--- src/rtl/uart_wbm_pkg.sv ---
// Shared types for the UART Wishbone register-access master.
// Holds the FSM state encoding, the queued command record and the lane-select helper.
// Timeout counter width lives here so the FSM and any future users agree on it.
package uart_wbm_pkg;

  localparam int TMO_W = 8;

  typedef enum logic [1:0] {
    IDLE = 2'd0,
    BUS  = 2'd1,
    RESP = 2'd2
  } state_t;

  typedef struct packed {
    logic [4:0] addr;
    logic       we;
    logic [7:0] wdata;
  } uart_wbm_cmd_t;

  // One-hot byte lane for a byte address on the 32-bit bus.
  function automatic logic [3:0] lane_sel(input logic [1:0] addr);
    return 4'b0001 << addr;
  endfunction

endpackage

--- src/rtl/uart_wb_master_if.sv ---
// Bundles for the command/response side and the Wishbone side of uart_wb_master.
// uart_wb_master_if: master = controller issuing commands, slave = the bus master block.
// uart_wbm_wb_if: master = the bus master block, slave = the UART 16550 register port.
interface uart_wb_master_if;
  logic       cmd_valid;
  logic       cmd_ready;
  logic [4:0] cmd_addr;
  logic       cmd_we;
  logic [7:0] cmd_wdata;
  logic       rsp_valid;
  logic       rsp_ready;
  logic [7:0] rsp_rdata;
  logic       rsp_err;

  modport master (
    output cmd_valid, cmd_addr, cmd_we, cmd_wdata, rsp_ready,
    input  cmd_ready, rsp_valid, rsp_rdata, rsp_err
  );

  modport slave (
    input  cmd_valid, cmd_addr, cmd_we, cmd_wdata, rsp_ready,
    output cmd_ready, rsp_valid, rsp_rdata, rsp_err
  );
endinterface

interface uart_wbm_wb_if;
  logic [4:0]  wbm_addr_o;
  logic [31:0] wbm_dat_o;
  logic [31:0] wbm_dat_i;
  logic [3:0]  wbm_sel_o;
  logic        wbm_we_o;
  logic        wbm_stb_o;
  logic        wbm_cyc_o;
  logic        wbm_ack_i;

  modport master (
    output wbm_addr_o, wbm_dat_o, wbm_sel_o, wbm_we_o, wbm_stb_o, wbm_cyc_o,
    input  wbm_dat_i, wbm_ack_i
  );

  modport slave (
    input  wbm_addr_o, wbm_dat_o, wbm_sel_o, wbm_we_o, wbm_stb_o, wbm_cyc_o,
    output wbm_dat_i, wbm_ack_i
  );
endinterface

--- src/rtl/uart_wbm_fifo.sv ---
// Synchronous command FIFO of uart_wbm_cmd_t, DEPTH a power of two >= 2.
// Read data is the head entry combinationally; push and pop take effect on the clock edge.
// Push is ignored when full and pop when empty; simultaneous push/pop keeps the count.
module uart_wbm_fifo
  import uart_wbm_pkg::*;
#(
  parameter int DEPTH = 4
) (
  input  logic          clk,
  input  logic          rst,
  input  logic          push,
  input  logic          pop,
  input  uart_wbm_cmd_t wdata,
  output uart_wbm_cmd_t rdata,
  output logic          full,
  output logic          empty
);

  localparam int AW = $clog2(DEPTH);

  uart_wbm_cmd_t mem [DEPTH];
  logic [AW-1:0] wptr;
  logic [AW-1:0] rptr;
  logic [AW:0]   count;
  logic          do_push;
  logic          do_pop;

  assign do_push = push && !full;
  assign do_pop  = pop && !empty;
  assign full    = (count == (AW+1)'(DEPTH));
  assign empty   = (count == '0);
  assign rdata   = mem[rptr];

  // Pointer and occupancy tracking; pointers wrap naturally since DEPTH is a power of two.
  always_ff @(posedge clk or posedge rst) begin
    if (rst) begin
      wptr  <= '0;
      rptr  <= '0;
      count <= '0;
    end else begin
      if (do_push) wptr <= wptr + 1'b1;
      if (do_pop)  rptr <= rptr + 1'b1;
      case ({do_push, do_pop})
        2'b10:   count <= count + 1'b1;
        2'b01:   count <= count - 1'b1;
        default: count <= count;
      endcase
    end
  end

  // Storage needs no reset: entries are only read after being written.
  always_ff @(posedge clk) begin
    if (do_push) mem[wptr] <= wdata;
  end

endmodule

--- src/rtl/uart_wb_master.sv ---
// Wishbone classic single-access master for the UART 16550 register port; optional UART_WBM_TIMEOUT_EN.
// Latency: push to cyc/stb is 2 edges; zero-wait ack gives rsp_valid 1 edge after cyc rises (3-cycle min).
// Backpressure: cmd_ready = FIFO not full; response held in RESP until rsp_ready, stalling further pops.
module uart_wb_master
  import uart_wbm_pkg::*;
#(
  parameter int FIFO_DEPTH     = 4,
  parameter int TIMEOUT_CYCLES = 255
) (
  input  logic              wb_clk_i,
  input  logic              wb_rst_i,
  uart_wb_master_if.slave   cmd,
  uart_wbm_wb_if.master     wb,
  output logic              busy
);

  uart_wbm_cmd_t push_dat;
  uart_wbm_cmd_t head;
  logic          fifo_full;
  logic          fifo_empty;
  logic          pop;
  state_t        state;
  logic [7:0]    rd_lane;

  assign push_dat      = '{addr: cmd.cmd_addr, we: cmd.cmd_we, wdata: cmd.cmd_wdata};
  assign cmd.cmd_ready = !fifo_full;
  // Pop only from IDLE; the FIFO output is registered into the bus fields on that edge.
  assign pop           = (state == IDLE) && !fifo_empty;
  assign busy          = !fifo_empty || (state != IDLE);
  assign rd_lane       = wb.wbm_dat_i[{wb.wbm_addr_o[1:0], 3'b000} +: 8];

  uart_wbm_fifo #(
    .DEPTH (FIFO_DEPTH)
  ) u_fifo (
    .clk   (wb_clk_i),
    .rst   (wb_rst_i),
    .push  (cmd.cmd_valid),
    .pop   (pop),
    .wdata (push_dat),
    .rdata (head),
    .full  (fifo_full),
    .empty (fifo_empty)
  );

`ifdef UART_WBM_TIMEOUT_EN
  localparam logic [TMO_W-1:0] TMO_LAST = TMO_W'(TIMEOUT_CYCLES - 1);
  logic [TMO_W-1:0] tmo_cnt;
  logic             err_q;
  assign cmd.rsp_err = err_q;
`else
  assign cmd.rsp_err = 1'b0;
`endif

  // Command sequencer: IDLE pops and launches, BUS waits for ack (or timeout), RESP holds the result.
  always_ff @(posedge wb_clk_i or posedge wb_rst_i) begin
    if (wb_rst_i) begin
      state         <= IDLE;
      wb.wbm_addr_o <= '0;
      wb.wbm_dat_o  <= '0;
      wb.wbm_sel_o  <= '0;
      wb.wbm_we_o   <= 1'b0;
      wb.wbm_stb_o  <= 1'b0;
      wb.wbm_cyc_o  <= 1'b0;
      cmd.rsp_valid <= 1'b0;
      cmd.rsp_rdata <= '0;
`ifdef UART_WBM_TIMEOUT_EN
      tmo_cnt       <= '0;
      err_q         <= 1'b0;
`endif
    end else begin
      case (state)
        IDLE: begin
          if (!fifo_empty) begin
            wb.wbm_addr_o <= head.addr;
            wb.wbm_we_o   <= head.we;
            wb.wbm_sel_o  <= lane_sel(head.addr[1:0]);
            wb.wbm_dat_o  <= {4{head.wdata}};
            wb.wbm_cyc_o  <= 1'b1;
            wb.wbm_stb_o  <= 1'b1;
`ifdef UART_WBM_TIMEOUT_EN
            tmo_cnt       <= '0;
`endif
            state         <= BUS;
          end
        end
        BUS: begin
          // Ack takes priority over a timeout landing on the same cycle.
          if (wb.wbm_ack_i) begin
            cmd.rsp_rdata <= wb.wbm_we_o ? 8'h00 : rd_lane;
            cmd.rsp_valid <= 1'b1;
            wb.wbm_cyc_o  <= 1'b0;
            wb.wbm_stb_o  <= 1'b0;
`ifdef UART_WBM_TIMEOUT_EN
            err_q         <= 1'b0;
`endif
            state         <= RESP;
          end
`ifdef UART_WBM_TIMEOUT_EN
          else if (tmo_cnt == TMO_LAST) begin
            cmd.rsp_rdata <= 8'h00;
            cmd.rsp_valid <= 1'b1;
            err_q         <= 1'b1;
            wb.wbm_cyc_o  <= 1'b0;
            wb.wbm_stb_o  <= 1'b0;
            state         <= RESP;
          end else begin
            tmo_cnt       <= tmo_cnt + 1'b1;
          end
`endif
        end
        RESP: begin
          if (cmd.rsp_ready) begin
            cmd.rsp_valid <= 1'b0;
            state         <= IDLE;
          end
        end
        default: state <= IDLE;
      endcase
    end
  end

endmodule

--- src/flat_wrapper.sv ---
// flat-port wrapper written by rule: the top's interface ports become plain ports
module uart_wb_master_flat import uart_wbm_pkg::*;
#(
  parameter int FIFO_DEPTH     = 4,
  parameter int TIMEOUT_CYCLES = 255
)
  (wb_clk_i, wb_rst_i, busy, cmd_cmd_valid, cmd_cmd_addr, cmd_cmd_we, cmd_cmd_wdata, cmd_rsp_ready, cmd_cmd_ready, cmd_rsp_valid, cmd_rsp_rdata, cmd_rsp_err, wb_wbm_addr_o, wb_wbm_dat_o, wb_wbm_sel_o, wb_wbm_we_o, wb_wbm_stb_o, wb_wbm_cyc_o, wb_wbm_dat_i, wb_wbm_ack_i);
  uart_wb_master_if cmd_i ();
  uart_wbm_wb_if wb_i ();
  input  logic wb_clk_i;
  input  logic wb_rst_i;
  output logic busy;
  input wire logic [$bits(cmd_i.cmd_valid)-1:0] cmd_cmd_valid;
  input wire logic [$bits(cmd_i.cmd_addr)-1:0] cmd_cmd_addr;
  input wire logic [$bits(cmd_i.cmd_we)-1:0] cmd_cmd_we;
  input wire logic [$bits(cmd_i.cmd_wdata)-1:0] cmd_cmd_wdata;
  input wire logic [$bits(cmd_i.rsp_ready)-1:0] cmd_rsp_ready;
  output wire logic [$bits(cmd_i.cmd_ready)-1:0] cmd_cmd_ready;
  output wire logic [$bits(cmd_i.rsp_valid)-1:0] cmd_rsp_valid;
  output wire logic [$bits(cmd_i.rsp_rdata)-1:0] cmd_rsp_rdata;
  output wire logic [$bits(cmd_i.rsp_err)-1:0] cmd_rsp_err;
  output wire logic [$bits(wb_i.wbm_addr_o)-1:0] wb_wbm_addr_o;
  output wire logic [$bits(wb_i.wbm_dat_o)-1:0] wb_wbm_dat_o;
  output wire logic [$bits(wb_i.wbm_sel_o)-1:0] wb_wbm_sel_o;
  output wire logic [$bits(wb_i.wbm_we_o)-1:0] wb_wbm_we_o;
  output wire logic [$bits(wb_i.wbm_stb_o)-1:0] wb_wbm_stb_o;
  output wire logic [$bits(wb_i.wbm_cyc_o)-1:0] wb_wbm_cyc_o;
  input wire logic [$bits(wb_i.wbm_dat_i)-1:0] wb_wbm_dat_i;
  input wire logic [$bits(wb_i.wbm_ack_i)-1:0] wb_wbm_ack_i;
  assign cmd_i.cmd_valid = cmd_cmd_valid;
  assign cmd_i.cmd_addr = cmd_cmd_addr;
  assign cmd_i.cmd_we = cmd_cmd_we;
  assign cmd_i.cmd_wdata = cmd_cmd_wdata;
  assign cmd_i.rsp_ready = cmd_rsp_ready;
  assign cmd_cmd_ready = cmd_i.cmd_ready;
  assign cmd_rsp_valid = cmd_i.rsp_valid;
  assign cmd_rsp_rdata = cmd_i.rsp_rdata;
  assign cmd_rsp_err = cmd_i.rsp_err;
  assign wb_wbm_addr_o = wb_i.wbm_addr_o;
  assign wb_wbm_dat_o = wb_i.wbm_dat_o;
  assign wb_wbm_sel_o = wb_i.wbm_sel_o;
  assign wb_wbm_we_o = wb_i.wbm_we_o;
  assign wb_wbm_stb_o = wb_i.wbm_stb_o;
  assign wb_wbm_cyc_o = wb_i.wbm_cyc_o;
  assign wb_i.wbm_dat_i = wb_wbm_dat_i;
  assign wb_i.wbm_ack_i = wb_wbm_ack_i;
  uart_wb_master #(.FIFO_DEPTH(FIFO_DEPTH), .TIMEOUT_CYCLES(TIMEOUT_CYCLES)) u_core (.wb_clk_i(wb_clk_i), .wb_rst_i(wb_rst_i), .cmd(cmd_i), .wb(wb_i), .busy(busy));
endmodule
--- config.mk ---
export PLATFORM = sky130hd
export DESIGN_NAME = uart_wb_master_flat
export DESIGN_NICKNAME = d
export VERILOG_FILES = /design/src/rtl/uart_wbm_pkg.sv /design/src/rtl/uart_wb_master_if.sv /design/src/rtl/uart_wbm_fifo.sv /design/src/rtl/uart_wb_master.sv /design/src/flat_wrapper.sv
export SDC_FILE = /design/constraint.sdc
export NUM_CORES = 1
export LEC_CHECK = 0
export CAP_MARGIN = 20
export CORE_MARGIN = 2
export CORE_UTILIZATION = 44
export DETAILED_ROUTE_END_ITERATION = 16
export HOLD_SLACK_MARGIN = 0.12
export PLACE_DENSITY_LB_ADDON = 0.2
export SLEW_MARGIN = 15
export SYNTH_ARGS = -nofsm -noshare
export SYNTH_HDL_FRONTEND = slang
export SYNTH_SLANG_ARGS = --single-unit
--- constraint.sdc ---
create_clock -name wb_clk_i -period 2 [get_ports wb_clk_i]
set_input_delay 0.5 -clock wb_clk_i [delete_from_list [all_inputs] [get_ports wb_clk_i]]
set_output_delay 0.5 -clock wb_clk_i [all_outputs]
set_load 0.05 [all_outputs]
Yosys cells after proc, flatten, opt, wreduce, memory -nomap -nowiden
Memory sizes are Yosys's and may differ from the RTL's.
Cells that the tools add are included.
- register bits after elaboration: 61
- latch bits: 0
- bits in writable memories: 56
- memory bits (read-only): 0
- bits of input ports: 51
- output and inout port bits: 56
- word-level logic and storage cells: 58
- memories kept: 1
- memories (memory ; depth ; bits a word ; read ports ; clocked after memory_dff ; wr ports ; line ; RTL):
    u_core.u_fifo.mem ; 4 ; 14 ; 1 ; 0 ; 1 ; uart_wbm_fifo.sv:21 ; uart_wbm_cmd_t mem [DEPTH];
- add/sub/neg operators: 4
- $mul: 0
- div/mod/pow operators: 0
- order comparisons: 0
- equality and inequality tests: 8
- shift operators: 2
- mux-type cells: 14
- bitwise gates (word level): 1
- reductions and logical operators: 17
- operator list (cell ; count):
    variable part select 32 x 6 -> 8 bit ; 1
    AND reduction 3 bit ; 3
    2-to-1 mux 8 bit ; 1
    nonzero test 2 bit ; 4
    2-to-1 mux 1 bit ; 6
    2-to-1 mux 2 bit ; 3
    inequality test 2 bit (second input constant) ; 3
    case mux 2 bit (3 select lines) ; 1
    case mux 3 bit (2 select lines) ; 1
    adder 2 x 1 -> 2 bit (second input constant) ; 2
    equality test 2 x 1 -> 1 bit (second input constant) ; 2
    equality test 2 bit (second input constant) ; 2
    case mux 1 bit (2 select lines) ; 2
    AND reduction 2 bit ; 2
    << shifter 1 x 2 -> 4 bit (first input constant) ; 1
    adder 3 x 1 -> 3 bit (second input constant) ; 1
    equality test 3 bit (second input constant) ; 1
    logical AND 1 bit ; 3
    zero test 3 bit ; 1
    subtractor 3 x 1 -> 3 bit (second input constant) ; 1
    zero test 1 bit ; 2
    zero test 2 bit ; 1
    logical OR 1 bit ; 1
    inverter 1 bit ; 1

Logic depth before layout (Yosys ltp)
- depth in word-level cells: 6
- gate-level depth with buffers: 10
- depth with buffers taken out: 9

By module
A second synthesis with hierarchy kept.
- cell total of the unflattened synthesis: 228
- area, all modules: 4045.1 um2
- modules (own cells, without submodules) (module ; instances ; cells each ; area an instance (um2) ; seq. area each (um2)):
    uart_wbm_fifo ; 1 ; 111 ; 2484.9 ; 1856.8
    uart_wb_master ; 1 ; 117 ; 1560.2 ; 750.7

Worst setup path after synthesis
No wires, ideal clock.
- path type: reg-to-reg
- start: reg u_core.u_fifo.count[0]
- end: reg u_core.u_fifo.count[2]
- setup time: 0.079 ns
- data arrival time: 2.312 ns
- required time: 1.921 ns
- setup slack: -0.391 ns
- stages on the path, launching flop included: 10
- buffers on the path: 0
- period minus slack after synthesis: 2.391 ns
- path through: dfrtp_1 or3b_1 and2_1 inv_1 ha_1 inv_1 fa_1 xor2_1 nor2_1 xor2_1
- elaborated cells between the ends (all ways): 13
- those cells by class: add/sub (2); eq/ne (3); mux (1); reduce/logical (7)
- RTL lines (item ; line ; RTL):
    from (decl) ; uart_wbm_fifo.sv:24 ; logic [AW:0] count;
    from (signal assigned) ; uart_wbm_fifo.sv:44 ; 2'b10: count <= count + 1'b1;
    from (signal assigned) ; uart_wbm_fifo.sv:45 ; 2'b01: count <= count - 1'b1;
    from (signal assigned) ; uart_wbm_fifo.sv:46 ; default: count <= count;
    equality test 3 bit (*) ; uart_wbm_fifo.sv:30 ; assign full = (count == (AW+1)'(DEPTH));
    zero test 1 bit (*) ; -- ;
    named net cmd_cmd_ready ; flat_wrapper.sv:18 ; output wire logic [$bits(cmd_i.cmd_ready)-1:0] cmd_cmd_ready;
    logical AND 1 bit (*) ; uart_wbm_fifo.sv:28 ; assign do_push = push && !full;
    equality test 2 x 1 -> 1 bit / equality test 2 bit (equally long branches) ; uart_wbm_fifo.sv:43 ; case ({do_push, do_pop})
    case mux 3 bit (2 select lines) / nonzero test 2 bit (equally long branches) ; -- ;
Mark *: on every way through the listed nets, which the timed path passes. The rest lies on a longest branch.
A chain may end at the register's enable or synchronous reset.

Worst setup path in the final report
- start: reg u_core.u_fifo.count[0]
- end: reg u_core.u_fifo.count[2]
- longest elaborated chain between the ends: 6
- elaborated cells between the ends (all ways): 13
- those cells by class: add/sub (2); eq/ne (3); mux (1); reduce/logical (7)
- ends and longest elaborated chain (item ; line ; RTL):
    zero test 3 bit ; uart_wbm_fifo.sv:31 ; assign empty = (count == '0);
    zero test 1 bit ; uart_wbm_fifo.sv:29, uart_wb_master.sv:28 ;
    logical AND 1 bit ; uart_wb_master.sv:28 ; assign pop = (state == IDLE) && !fifo_empty;
    logical AND 1 bit ; uart_wbm_fifo.sv:29 ; assign do_pop = pop && !empty;
    equality test 2 x 1 -> 1 bit / equality test 2 bit (equally long branches) ; uart_wbm_fifo.sv:43 ;
    case mux 3 bit (2 select lines) / nonzero test 2 bit (equally long branches) ; -- ;
Several ways; a longest one is shown, not always the timed one.

==> impl_metrics.csv <==
group,metric,value,unit
status,status,"complete, but fails checks",
status,violations,"negative setup slack",
timing,hold_slack,483,ps
setup_path,cp_max_fo,3,
route,drcViolationCount,0,
global_routing,track_usage,15.7,%
logic_synthesis,postSynthCellCount,227,
place,dp_hpwl,5.04,mm
place,portBuffers,105,
min_path,worstHoldPathType,"in2async",
setup_path,critPathBufInv,2,
setup_path,startpoint_type,"register",
route,wirelength,7.26,mm
route,first_pass_iters,5,
final_layout,drive_gt1_share,38.1,%
final_layout,register_area,2610,um^2
clock_tree,clk_pin_slew,90,ps
timing,fmaxAchievable,0.497,GHz
timing,worstMarginPinSlew,583,ps
place,gp_congestion,0.689,
logic_synthesis,yosysUniqueCellTypes,32,
timing,finalWorstSetupSlack,-13.3,ps
final_layout,num_antenna_cells,0,
logic_synthesis,synth.area.top_cells,"edfxtp_1 (42%), dfrtp_1 (23%), mux4_2 (12%), buf_4 (5.1%), mux2_2 (4.5%)",
clock_tree,insertion_delay,340,ps
timing,finClkSkew,8.64,ps
die,die_y,98.9,um
setup_path,crit_required,2270,ps
logic_synthesis,ys_seq_area_share,65.7,%
setup_path,path_cells,"or3b_4 > and2_4 > inv_2 > ha_4 > inv_2 > fa_2 > xor2_1 > nor2_1 > xor2_1",
final_layout,fill_cells,682,
global_routing,grt_max_degree,38,
route,viasPerCell,5.09,
setup_path,critPathTopFamily,"simple AND/OR/NAND/NOR gates",
die,core_area,8720,um^2
clock_tree,cts_sinks,93,
global_routing,grt_pass1_wl,11.8,mm
logic_synthesis,yosysWarnings,0,
die,dieArea,9790,um^2
final_layout,fin_nets,383,
setup_path,cp.arrival,2290,ps
logic_synthesis,ys_seq_elements,93,
logic_synthesis,synth_fp_nets,284,
route,via_count,2234,
clock_tree,cts_made_buffers,9,
clock_tree,clk_path_buf_depth,2,
route,postRouteAntennaNets,0,
global_routing,grt-ovfl-total,0,
global_routing,grt_pass1_vias,2267,
place,placed_cell_area,5010,um^2
timing,hold_violations,0,
timing,setup_viol_count_final,1,
route,wire_per_inst,16.5,um
die,ioPinCount,107,
final_layout,synthToLayoutAreaGrowth,33.1,%
final_layout,final_cell_area,5280,um^2
timing,relSlewSlack,61.1,%
setup_path,criticalPathCategory,"reg2reg",
clock_tree,h-tree-depth,3,
timing,period_needed,2010,ps
setup_path,critPathCaptureType,"register",
setup_path,slowest_stage,"dfrtp_1",
clock_tree,cts_root_buffer,"clkbuf_8",
setup_path,cp.depth,9,
timing,drv_slew,0,
die,start_util,45.5,%
setup_path,rr_worst_depth,9,
clock_tree,hold_buffers,0,
final_layout,multi_input_area,1110,um^2
logic_synthesis,synth_top_cell_by_area,"edfxtp_1",
die,rows,34,
global_routing,antenna_found_initial,0,
place,dp_slack,-166,ps
setup_path,cp_slowest_stage_delay,400,ps
timing,finalCritPeriodShare,101,%
timing,rsz0062_at_grt,"true",
logic_synthesis,synth_area,3970,um^2
logic_synthesis,avgSynthCellArea,17.5,um^2
logic_synthesis,netlist.area_leader.share,42.4,%
clock_tree,cts_tree,"done",
die,die_width,98.9,um
route,first_iter_violations,106,
job,drv_cap,0,
timing repair:
action | in CTS | in global routing
setup endpoints to repair | 8 | 3
pin swaps | 2 | 1
buffers inserted | 0 | 1
cloned | 0 | 0
gates resized for setup | 9 | 0
hold endpoints to repair | 0 | 0
layout make-up:
class	instances	area share (%)
Sequential cell	93	49.4
Tap cell	108	2.56
Inverter	9	0.640
Multi-Input combinational cell	91	21.0
Clock buffer	12	2.94
Clock inverter	4	1.78
Timing Repair Buffer	122	21.6
path summary, 6_finish.rpt:
check                           slack (ps)                      end              startpoint
min in group wb_clk_i                  490   u_core.wb.wbm_sel_o[3]  u_core.wb.wbm_sel_o[3]
worst max register to register         -10   u_core.u_fifo.count[2]  u_core.u_fifo.count[0]
max in group asynchronous             1320  u_core.wb.wbm_dat_o[28]                wb_rst_i
worst min-delay path                   480      u_core.wb.wbm_stb_o                wb_rst_i
worst min register to register         490   u_core.wb.wbm_sel_o[3]  u_core.wb.wbm_sel_o[3]
worst max-delay path                   -10   u_core.u_fifo.count[2]  u_core.u_fifo.count[0]
metrics by stage:
| step | cells | TNS [ps] | utilization (%) |
|---|---|---|---|
| floorplan | 227 | -100 | - |
| detailed placement | 422 | -168 | 57.4 |
| global route | 439 | -144 | 60.5 |
| finish | 439 | -13.3 | 60.5 |
| global placement | 422 | -103 | 57.4 |
| CTS | 438 | -6.36 | 60.4 |
logic make-up after synthesis:
kind of cell               after synthesis  synth area share [%]
AOI/OAI and AO/OA                       13                  2.46
xor gates and xnor gates                 6                  1.32
adders and majority gates                6                  2.08
buffers and inverters                   43                  7.07
DFF                                     93                  65.7
muxes                                   41                  17.9
other                                    1                0.0945
and+or+nand+nor                         24                  3.28
sequential cells by signal (all words and copies together), names as in the netlist:
name / flops
u_core.cmd.rsp_rdata: 8
u_core.cmd.rsp_valid: 1
u_core.state: 2
u_core.u_fifo.count: 3
u_core.u_fifo.mem: 56
u_core.u_fifo.rptr: 2
u_core.u_fifo.wptr: 2
u_core.wb.wbm_addr_o: 5
u_core.wb.wbm_dat_o: 8
u_core.wb.wbm_sel_o: 4
u_core.wb.wbm_stb_o: 1
u_core.wb.wbm_we_o: 1
cells in the final DEF, fill, tap and decap left out, types with 6 or more instances in the layout:
| master | synthesis | routed |
|---|---|---|
| mux4_2 | 21 | 21 |
| inv_1 | 9 | 6 |
| clkdlybuf4s50_1 | 0 | 50 |
| dfrtp_1 | 37 | 37 |
| mux2_2 | 16 | 16 |
| edfxtp_1 | 56 | 56 |
| buf_12 | 0 | 7 |
| clkbuf_8 | 0 | 11 |
| buf_4 | 27 | 58 |
| a22o_1 | 8 | 8 |
worst register-to-register path: stages (launching register included):
cell	delay, ps
dfrtp_1	400
or3b_4	400
and2_4	150
inv_2	60
ha_4	120
inv_2	30
fa_2	340
xor2_1	150
nor2_1	140
xor2_1	150
synthesized netlist by cell type:
cell	count
buf_6	2
dfrtp_1	37
clkbuf_1	3
buf_4	27
a22o_1	8
a21oi_1	2
xnor2_1	4
mux2i_1	1
mux4_2	21
buf_2	2
o21ai_0	2
edfxtp_1	56
and3_1	4
or3b_1	1
inv_1	9
mux2_1	2
xor2_1	2
or3_1	1
nor2_1	5
and2_1	2
a21o_1	1
conb_1	1
mux2_2	16
nor2b_1	2
ha_1	5
mux4_1	1
nand2b_1	1
nand2_1	5
fa_1	1
nand3_1	1
nand3b_1	1
and4_1	1
per-layer routing:
| layer | vias up | routed length, um | global-route usage (%) |
|---|---|---|---|
| met5 | - | 0 | 0 |
| met4 | 0 | 93 | 6.01 |
| met3 | 9 | 460 | 3.48 |
| met2 | 74 | 3420 | 25.1 |
| met1 | 1127 | 3280 | 21.2 |
| li1 | 1024 | - | - |
Power is left out: the tool's default activity adds up to more than one toggle a clock period on the data nets, which glitch-free logic cannot reach.
